$ cat src/rtl/mac_pipe_pkg.sv
// Shared opcode set and helpers for the pipelined multiply-accumulate unit.
package mac_pipe_pkg;

    typedef enum logic [3:0] {
        MAC_REGA    = 4'h0,
        MAC_REGB    = 4'h1,
        MAC_MULT    = 4'h2,
        MAC_ACC     = 4'h3,
        MAC_MSW     = 4'h4,
        MAC_LSW     = 4'h5,
        MAC_RESET   = 4'h6,
        MAC_MACC    = 4'h7,
        MAC_GRD     = 4'h8,
        MAC_CLRFLAG = 4'h9
    } mac_op_e;

    // Ops that read or write the accumulator / registerC must wait for the pipe to drain.
    function automatic logic waits_for_pipe(input logic [3:0] op);
        case (op)
            MAC_ACC, MAC_MSW, MAC_LSW, MAC_GRD, MAC_RESET: return 1'b1;
            default:                                       return 1'b0;
        endcase
    endfunction

endpackage

$ cat src/rtl/mac_mult_pipe.sv
// Two-stage registered multiplier: operands captured at issue, product registered
// one cycle later, with a valid bit and an accumulate tag riding alongside.
module mac_mult_pipe #(
    parameter int DATA_WIDTH = 8,
    parameter int SIGNED     = 0
) (
    input  logic                    clk,
    input  logic                    a_reset,
    input  logic                    issue_valid,
    input  logic                    issue_acc,
    input  logic [DATA_WIDTH-1:0]   op_a,
    input  logic [DATA_WIDTH-1:0]   op_b,
    output logic                    res_valid,
    output logic                    res_acc,
    output logic [2*DATA_WIDTH-1:0] product
);

    logic [DATA_WIDTH-1:0]   s1_a;
    logic [DATA_WIDTH-1:0]   s1_b;
    logic                    s1_valid;
    logic                    s1_acc;
    logic [2*DATA_WIDTH-1:0] ext_a;
    logic [2*DATA_WIDTH-1:0] ext_b;
    logic [2*DATA_WIDTH-1:0] prod;

    // The low 2W bits of the product of extended operands are exact in both modes.
    always_comb begin
        if (SIGNED != 0) begin
            ext_a = {{DATA_WIDTH{s1_a[DATA_WIDTH-1]}}, s1_a};
            ext_b = {{DATA_WIDTH{s1_b[DATA_WIDTH-1]}}, s1_b};
        end else begin
            ext_a = {{DATA_WIDTH{1'b0}}, s1_a};
            ext_b = {{DATA_WIDTH{1'b0}}, s1_b};
        end
        prod = ext_a * ext_b;
    end

    always_ff @(posedge clk or posedge a_reset) begin
        if (a_reset) begin
            s1_a      <= '0;
            s1_b      <= '0;
            s1_valid  <= 1'b0;
            s1_acc    <= 1'b0;
            res_valid <= 1'b0;
            res_acc   <= 1'b0;
            product   <= '0;
        end else begin
            s1_valid  <= issue_valid;
            s1_acc    <= issue_acc;
            if (issue_valid) begin
                s1_a <= op_a;
                s1_b <= op_b;
            end
            res_valid <= s1_valid;
            res_acc   <= s1_acc;
            if (s1_valid) begin
                product <= prod;
            end
        end
    end

endmodule

$ cat src/rtl/mac_pipe.sv
// Pipelined MAC: operand registers, registerC, guarded accumulator with sticky
// overflow and optional saturation, in-flight tracking and a registered read-back port.
module mac_pipe
    import mac_pipe_pkg::*;
#(
    parameter int DATA_WIDTH = 8,
    parameter int GUARD_BITS = 4,
    parameter int SIGNED     = 0,
    parameter int SATURATE   = 0
) (
    input  logic                  clk,
    input  logic                  a_reset,
    input  logic                  cmd_valid,
    output logic                  cmd_ready,
    input  logic [3:0]            opcode,
    input  logic [DATA_WIDTH-1:0] data_in,
    output logic [DATA_WIDTH-1:0] data_out,
    output logic                  out_valid,
    output logic                  acc_overflow,
    output logic                  busy
);

    localparam int PW    = 2 * DATA_WIDTH;
    localparam int ACC_W = PW + GUARD_BITS;

    logic [DATA_WIDTH-1:0] reg_a;
    logic [DATA_WIDTH-1:0] reg_b;
    logic [PW-1:0]         reg_c;
    logic [ACC_W-1:0]      acc;
    logic [1:0]            in_flight;

    logic                  accept;
    logic                  issue;
    logic                  mp_valid;
    logic                  mp_acc;
    logic [PW-1:0]         mp_product;

    logic                  add_en;
    logic [ACC_W-1:0]      addend;
    logic [ACC_W:0]        sum;
    logic                  add_ovf;
    logic [ACC_W-1:0]      acc_next;
    logic [DATA_WIDTH-1:0] grd_word;

    // Handshake: a command transfers when cmd_valid && cmd_ready at a rising edge;
    // cmd_ready looks only at opcode and in_flight, never at cmd_valid.
    assign cmd_ready = !(waits_for_pipe(opcode) && (in_flight != 2'd0));
    assign accept    = cmd_valid && cmd_ready;
    assign issue     = accept && ((opcode == MAC_MULT) || (opcode == MAC_MACC));
    assign busy      = (in_flight != 2'd0);
    assign grd_word  = DATA_WIDTH'(acc[ACC_W-1:PW]);

    function automatic logic [ACC_W-1:0] extend(input logic [PW-1:0] v);
        if (SIGNED != 0) return {{GUARD_BITS{v[PW-1]}}, v};
        else             return {{GUARD_BITS{1'b0}}, v};
    endfunction

    mac_mult_pipe #(
        .DATA_WIDTH (DATA_WIDTH),
        .SIGNED     (SIGNED)
    ) u_mult (
        .clk         (clk),
        .a_reset     (a_reset),
        .issue_valid (issue),
        .issue_acc   (opcode == MAC_MACC),
        .op_a        (reg_a),
        .op_b        (reg_b),
        .res_valid   (mp_valid),
        .res_acc     (mp_acc),
        .product     (mp_product)
    );

    // A retiring product and an accepted ACC never coincide: ACC waits for an empty pipe.
    always_comb begin
        add_en   = (mp_valid && mp_acc) || (accept && (opcode == MAC_ACC));
        addend   = mp_valid ? extend(mp_product) : extend(reg_c);
        sum      = {1'b0, acc} + {1'b0, addend};
        if (SIGNED != 0) begin
            add_ovf = (acc[ACC_W-1] == addend[ACC_W-1]) && (sum[ACC_W-1] != acc[ACC_W-1]);
        end else begin
            add_ovf = sum[ACC_W];
        end
        acc_next = sum[ACC_W-1:0];
        if ((SATURATE != 0) && add_ovf) begin
            if (SIGNED == 0)            acc_next = '1;
            else if (addend[ACC_W-1])   acc_next = {1'b1, {(ACC_W-1){1'b0}}};
            else                        acc_next = {1'b0, {(ACC_W-1){1'b1}}};
        end
    end

    always_ff @(posedge clk or posedge a_reset) begin
        if (a_reset) begin
            in_flight <= 2'd0;
        end else begin
            in_flight <= in_flight + {1'b0, issue} - {1'b0, mp_valid};
        end
    end

    always_ff @(posedge clk or posedge a_reset) begin
        if (a_reset) begin
            reg_c        <= '0;
            acc          <= '0;
            acc_overflow <= 1'b0;
        end else begin
            if (mp_valid) begin
                reg_c <= mp_product;
            end
            if (accept && (opcode == MAC_RESET)) begin
                acc <= '0;
            end else if (add_en) begin
                acc <= acc_next;
            end
            // A clear arriving with an overflowing retire loses: the new overflow is kept.
            if (add_en && add_ovf) begin
                acc_overflow <= 1'b1;
            end else if (accept && (opcode == MAC_CLRFLAG)) begin
                acc_overflow <= 1'b0;
            end
        end
    end

    always_ff @(posedge clk or posedge a_reset) begin
        if (a_reset) begin
            reg_a     <= '0;
            reg_b     <= '0;
            data_out  <= '0;
            out_valid <= 1'b0;
        end else begin
            out_valid <= 1'b0;
            if (accept) begin
                case (opcode)
                    MAC_REGA: reg_a <= data_in;
                    MAC_REGB: reg_b <= data_in;
                    MAC_MSW: begin
                        data_out  <= acc[PW-1:DATA_WIDTH];
                        out_valid <= 1'b1;
                    end
                    MAC_LSW: begin
                        data_out  <= acc[DATA_WIDTH-1:0];
                        out_valid <= 1'b1;
                    end
                    MAC_GRD: begin
                        data_out  <= grd_word;
                        out_valid <= 1'b1;
                    end
                    default: ;
                endcase
            end
        end
    end

endmodule

$ cat config.mk
export PLATFORM = sky130hd
export DESIGN_NAME = mac_pipe
export DESIGN_NICKNAME = d
export VERILOG_FILES = /design/src/rtl/mac_pipe_pkg.sv /design/src/rtl/mac_mult_pipe.sv /design/src/rtl/mac_pipe.sv
export SDC_FILE = /design/constraint.sdc
export NUM_CORES = 1
export LEC_CHECK = 0
export BUFFER_PORTS_ARGS = -buffer_cell sky130_fd_sc_hd__buf_2
export CAP_MARGIN = 20
export CORE_MARGIN = 2
export CORE_UTILIZATION = 50
export DETAILED_ROUTE_END_ITERATION = 16
export PLACE_DENSITY = 0.78
export SYNTH_ARGS = -nofsm -noshare
export SYNTH_HDL_FRONTEND = slang
export SYNTH_SLANG_ARGS = --single-unit
export TNS_END_PERCENT = 5
$ cat constraint.sdc
create_clock -name clk -period 4.55 [get_ports clk]
set_input_delay 0.2275 -clock clk [delete_from_list [all_inputs] [get_ports clk]]
set_output_delay 0.2275 -clock clk [all_outputs]
set_load 0.05 [all_outputs]
==> results.toml <==
[worst_setup_path]
crit_buf_inv = 3
critPathMaxFanout = 5
max_stage_delay_ns = 0.56
worst_setup_path_end_kind = "flip-flop"
worst_r2r_path_depth = 17
reg2reg_setup_slack_ns = 0.16
critPathRequiredTime_ns = 4.80
crit_arrival_ns = 4.64
r2r_end = "u_mult.product[14]"
timing_worst_setup_path_type = "reg2reg"
r2r_start = "u_mult.s1_a[0]"
critical-path-top-delay-family = "adder cells"
path_cells = "buf_4 > and2_1 > ha_1 > fa_1 > ha_1 > inv_1 > fa_2 > inv_1 > ha_1 > a21o_1 > a22o_1 > o21a_1 > o21ai_2 > nor2_2 > a2111oi_4 > xnor2_1 > mux2_4"
crit_path_start_kind = "flip-flop"
crit_slowest_cell = "fa_2"
crit_top_cell = "ha_1"

[detailed_routing]
drt_iter0_drc = 302
num_vias = 4900
wire_per_inst_um = 15.8
detail-route-antenna-nets = 0
drcViolationCount = 0
first_pass_iters = 5
viasPerCell = 5.55
routed_wl_mm = 13.9

[synthesis]
ys_warn_count = 0
ys_top_cells_by_area = "dfrtp_1 (37%), fa_1 (11%), ha_1 (9.9%), mux2_2 (9.8%), and2_1 (4.7%)"
synth_nets = 762
synth_cell_types = 56
yosys-mux-area-fraction = 0.101
yosysSeqAreaShare = 0.368
synth_xor_area_frac = 0.0348
postSynth.asyncResetShare = 1.00
avgSynthCellArea_um2 = 10.4
synth_compound_area_frac = 0.109
netlist_area_um2 = 6800
synth_top_cell_by_area = "dfrtp_1"
synth-simple-area-share = 0.134
netlist.area_leader.share = 0.368
synth_top_family_by_area = "adder cells"
netlist_instances = 656
synth_ff_type = "dfrtp_1"
synth_common_cells = "dfrtp_1 (100), nand2_1 (67), inv_1 (65), mux2_2 (59), ha_1 (54)"
ys_ff_latch = 100
synth-edff-count = 0
synth.most_common_cell = "dfrtp_1"
synth_fa_ha_area_frac = 0.208

[place]
dp_cells = 861
gp_congestion = 0.949
place_ws_ns = -0.0744
hpwlAfterDp_mm = 10.4
io_buffers = 26

[global_routing]
met1_usage = 0.280
overflow = 0
grt_antenna_before_repair = 0
grt_util_met2 = 0.333
grt_pass1_wl_mm = 23.9
gr-usage-met3 = 0.0302
first_global_vias = 5071
gr-max-usage-layer = "met2"
grt_usage = 0.208
grt_max_degree = 76

[power]
leakage_nw = 3.79
power.switching_mw = 1.93
power_density_nw_per_um2 = 621
clkPwrFrac = 0.177
p_comb_frac = 0.551
p_sw_frac = 0.404
internal-power_mw = 2.84
irDropWorstVdd_uv = 379
p_seq_frac = 0.271

[sta]
fin_skew_ns = 0.0101
slew_headroom = 0.376
period_share = 0.966
max_freq_mhz = 228
fin_setup_tns_ns = 0
slew_violations = 0
setup_ws_ns = 0.157
hold_viol_final = 0
timing.hold.ws_ns = 0.0613
tightest_slew_ns = 0.937
setup_viol = 0
fin_crit_ns = 4.39

[floorplan]
die_h_um = 121
fp.dieW_um = 121
io_pins = 27
fp-row-count = 42
initial_core_util = 0.514
die_area_um2 = 14500
core_area_um2 = 13200

[clocking]
insertion_delay_ns = 0.36
cts_tree = "built"
h-tree-depth = 3
clockBufferDepth = 2
clk_pin_slew_worst_paths_ns = 0.07
numCtsBuffers = 9
clkSinkCount = 100
root_buffer = "clkbuf_16"
cts_hold_buf = 0

[finish]
nets = 808
drive_above_1_share = 0.223
instances_no_fill = 883
num_antenna_cells = 0
syn_to_final_growth_pct = 13.1
final_core_util = 0.581

[job]
maxCapViolations = 0

[run_status]
outcome = "finished, final reports clean"

[min_path]
hp-class = "in2async"
placed cells by master (no fill, tap or decap), types with 4 or more instances in the layout:
cell type	count
a21oi_1	40
a21oi_2	4
a21o_1	9
o21bai_1	4
and2_1	48
dfrtp_1	96
nor2_1	30
mux2_2	58
o21ai_1	10
nand3_1	5
xnor2_1	19
a22oi_1	8
fa_1	34
o211ai_1	4
o21ai_0	14
clkbuf_16	9
inv_1	62
xor2_1	8
buf_4	21
buf_2	26
ha_1	50
nand2_1	66
nor3_1	8
dfrtp_2	4
worst max-delay path by stage:
stage                   startpoint                  to  cells past startpoint
finish              u_mult.s1_a[0]  u_mult.product[14]                     17
global route        u_mult.s1_b[4]  u_mult.product[14]                     18
CTS                 u_mult.s1_b[3]  u_mult.product[13]                     18
detailed placement  u_mult.s1_b[3]  u_mult.product[13]                     18
global placement    u_mult.s1_a[3]  u_mult.product[14]                     16
floorplan           u_mult.s1_a[1]  u_mult.product[14]                     16
worst reg2reg max path, delay by kind of cell (launching register included):
| family | cells | cell delay [ns] |
|---|---|---|
| muxes | 1 | 0.26 |
| and+or+nand+nor | 2 | 0.22 |
| AOI/OAI and AO/OA | 5 | 1.15 |
| DFF | 1 | 0.43 |
| adders and majority gates | 5 | 1.83 |
| buffers and inverters | 3 | 0.27 |
| xor gates and xnor gates | 1 | 0.12 |
final cells by class:
class | count | area (um2)
fill | 1090 | 5550
tap | 176 | 220
multi-input combinational | 476 | 4070
inverter | 66 | 250
clock buffer | 9 | 225
sequential | 100 | 2510
timing repair buffer | 49 | 310
clock inverter | 7 | 105
flip-flops by register name, summed over array words and instances, names as in the netlist:
signal / flops
acc: 20
reg_c: 16
u_mult.product: 16
data_out: 8
reg_a: 8
reg_b: 8
u_mult.s1_a: 8
u_mult.s1_b: 8
in_flight: 2
acc_overflow: 1
out_valid: 1
u_mult.res_acc: 1
u_mult.res_valid: 1
u_mult.s1_acc: 1
u_mult.s1_valid: 1
stage by stage:
step,area (um2),power (mW)
2_1_floorplan,6800,3.10
3_3_place_gp,7220,3.63
3_5_place_dp,7220,3.72
4_1_cts,7560,4.60
5_1_grt,7690,5.24
6_report,7690,4.77
logic make-up (layout without fill, tap and decap cells):
| logic type | Yosys count | in the layout |
|---|---|---|
| AND/OR/NAND/NOR | 182 | 182 |
| flip-flops | 100 | 100 |
| multiplexers | 61 | 61 |
| AO/OA/AOI/OAI | 115 | 115 |
| buffers and inverters | 80 | 131 |
| adder cells (fa/ha/maj) | 91 | 91 |
| XOR/XNOR | 27 | 27 |
timing repair:
item | in CTS | in global routing
hold endpoints to repair | 0 | 0
pin swaps | 0 | 15
endpoints found under the setup margin | 2 | 5
gates resized for setup | 3 | 25
buffers inserted | 0 | 6
power groups by stage:
| stage | registers, mW | logic [mW] | clock network (mW) |
|---|---|---|---|
| after floorplan | 1.26 | 1.83 | 0 |
| after global routing | 1.32 | 3.02 | 0.895 |
| after CTS | 1.29 | 2.45 | 0.865 |
| after global placement | 1.30 | 2.34 | 0 |
| after detailed placement | 1.31 | 2.41 | 0 |
| final | 1.29 | 2.63 | 0.846 |
routing by layer:
metal  part of all wire  wire length (um)
met1               0.46              6440
met2               0.47              6550
met3              0.041               569
met4              0.027               380
met5                  0                 0
Power figures use the tool's default switching activity.
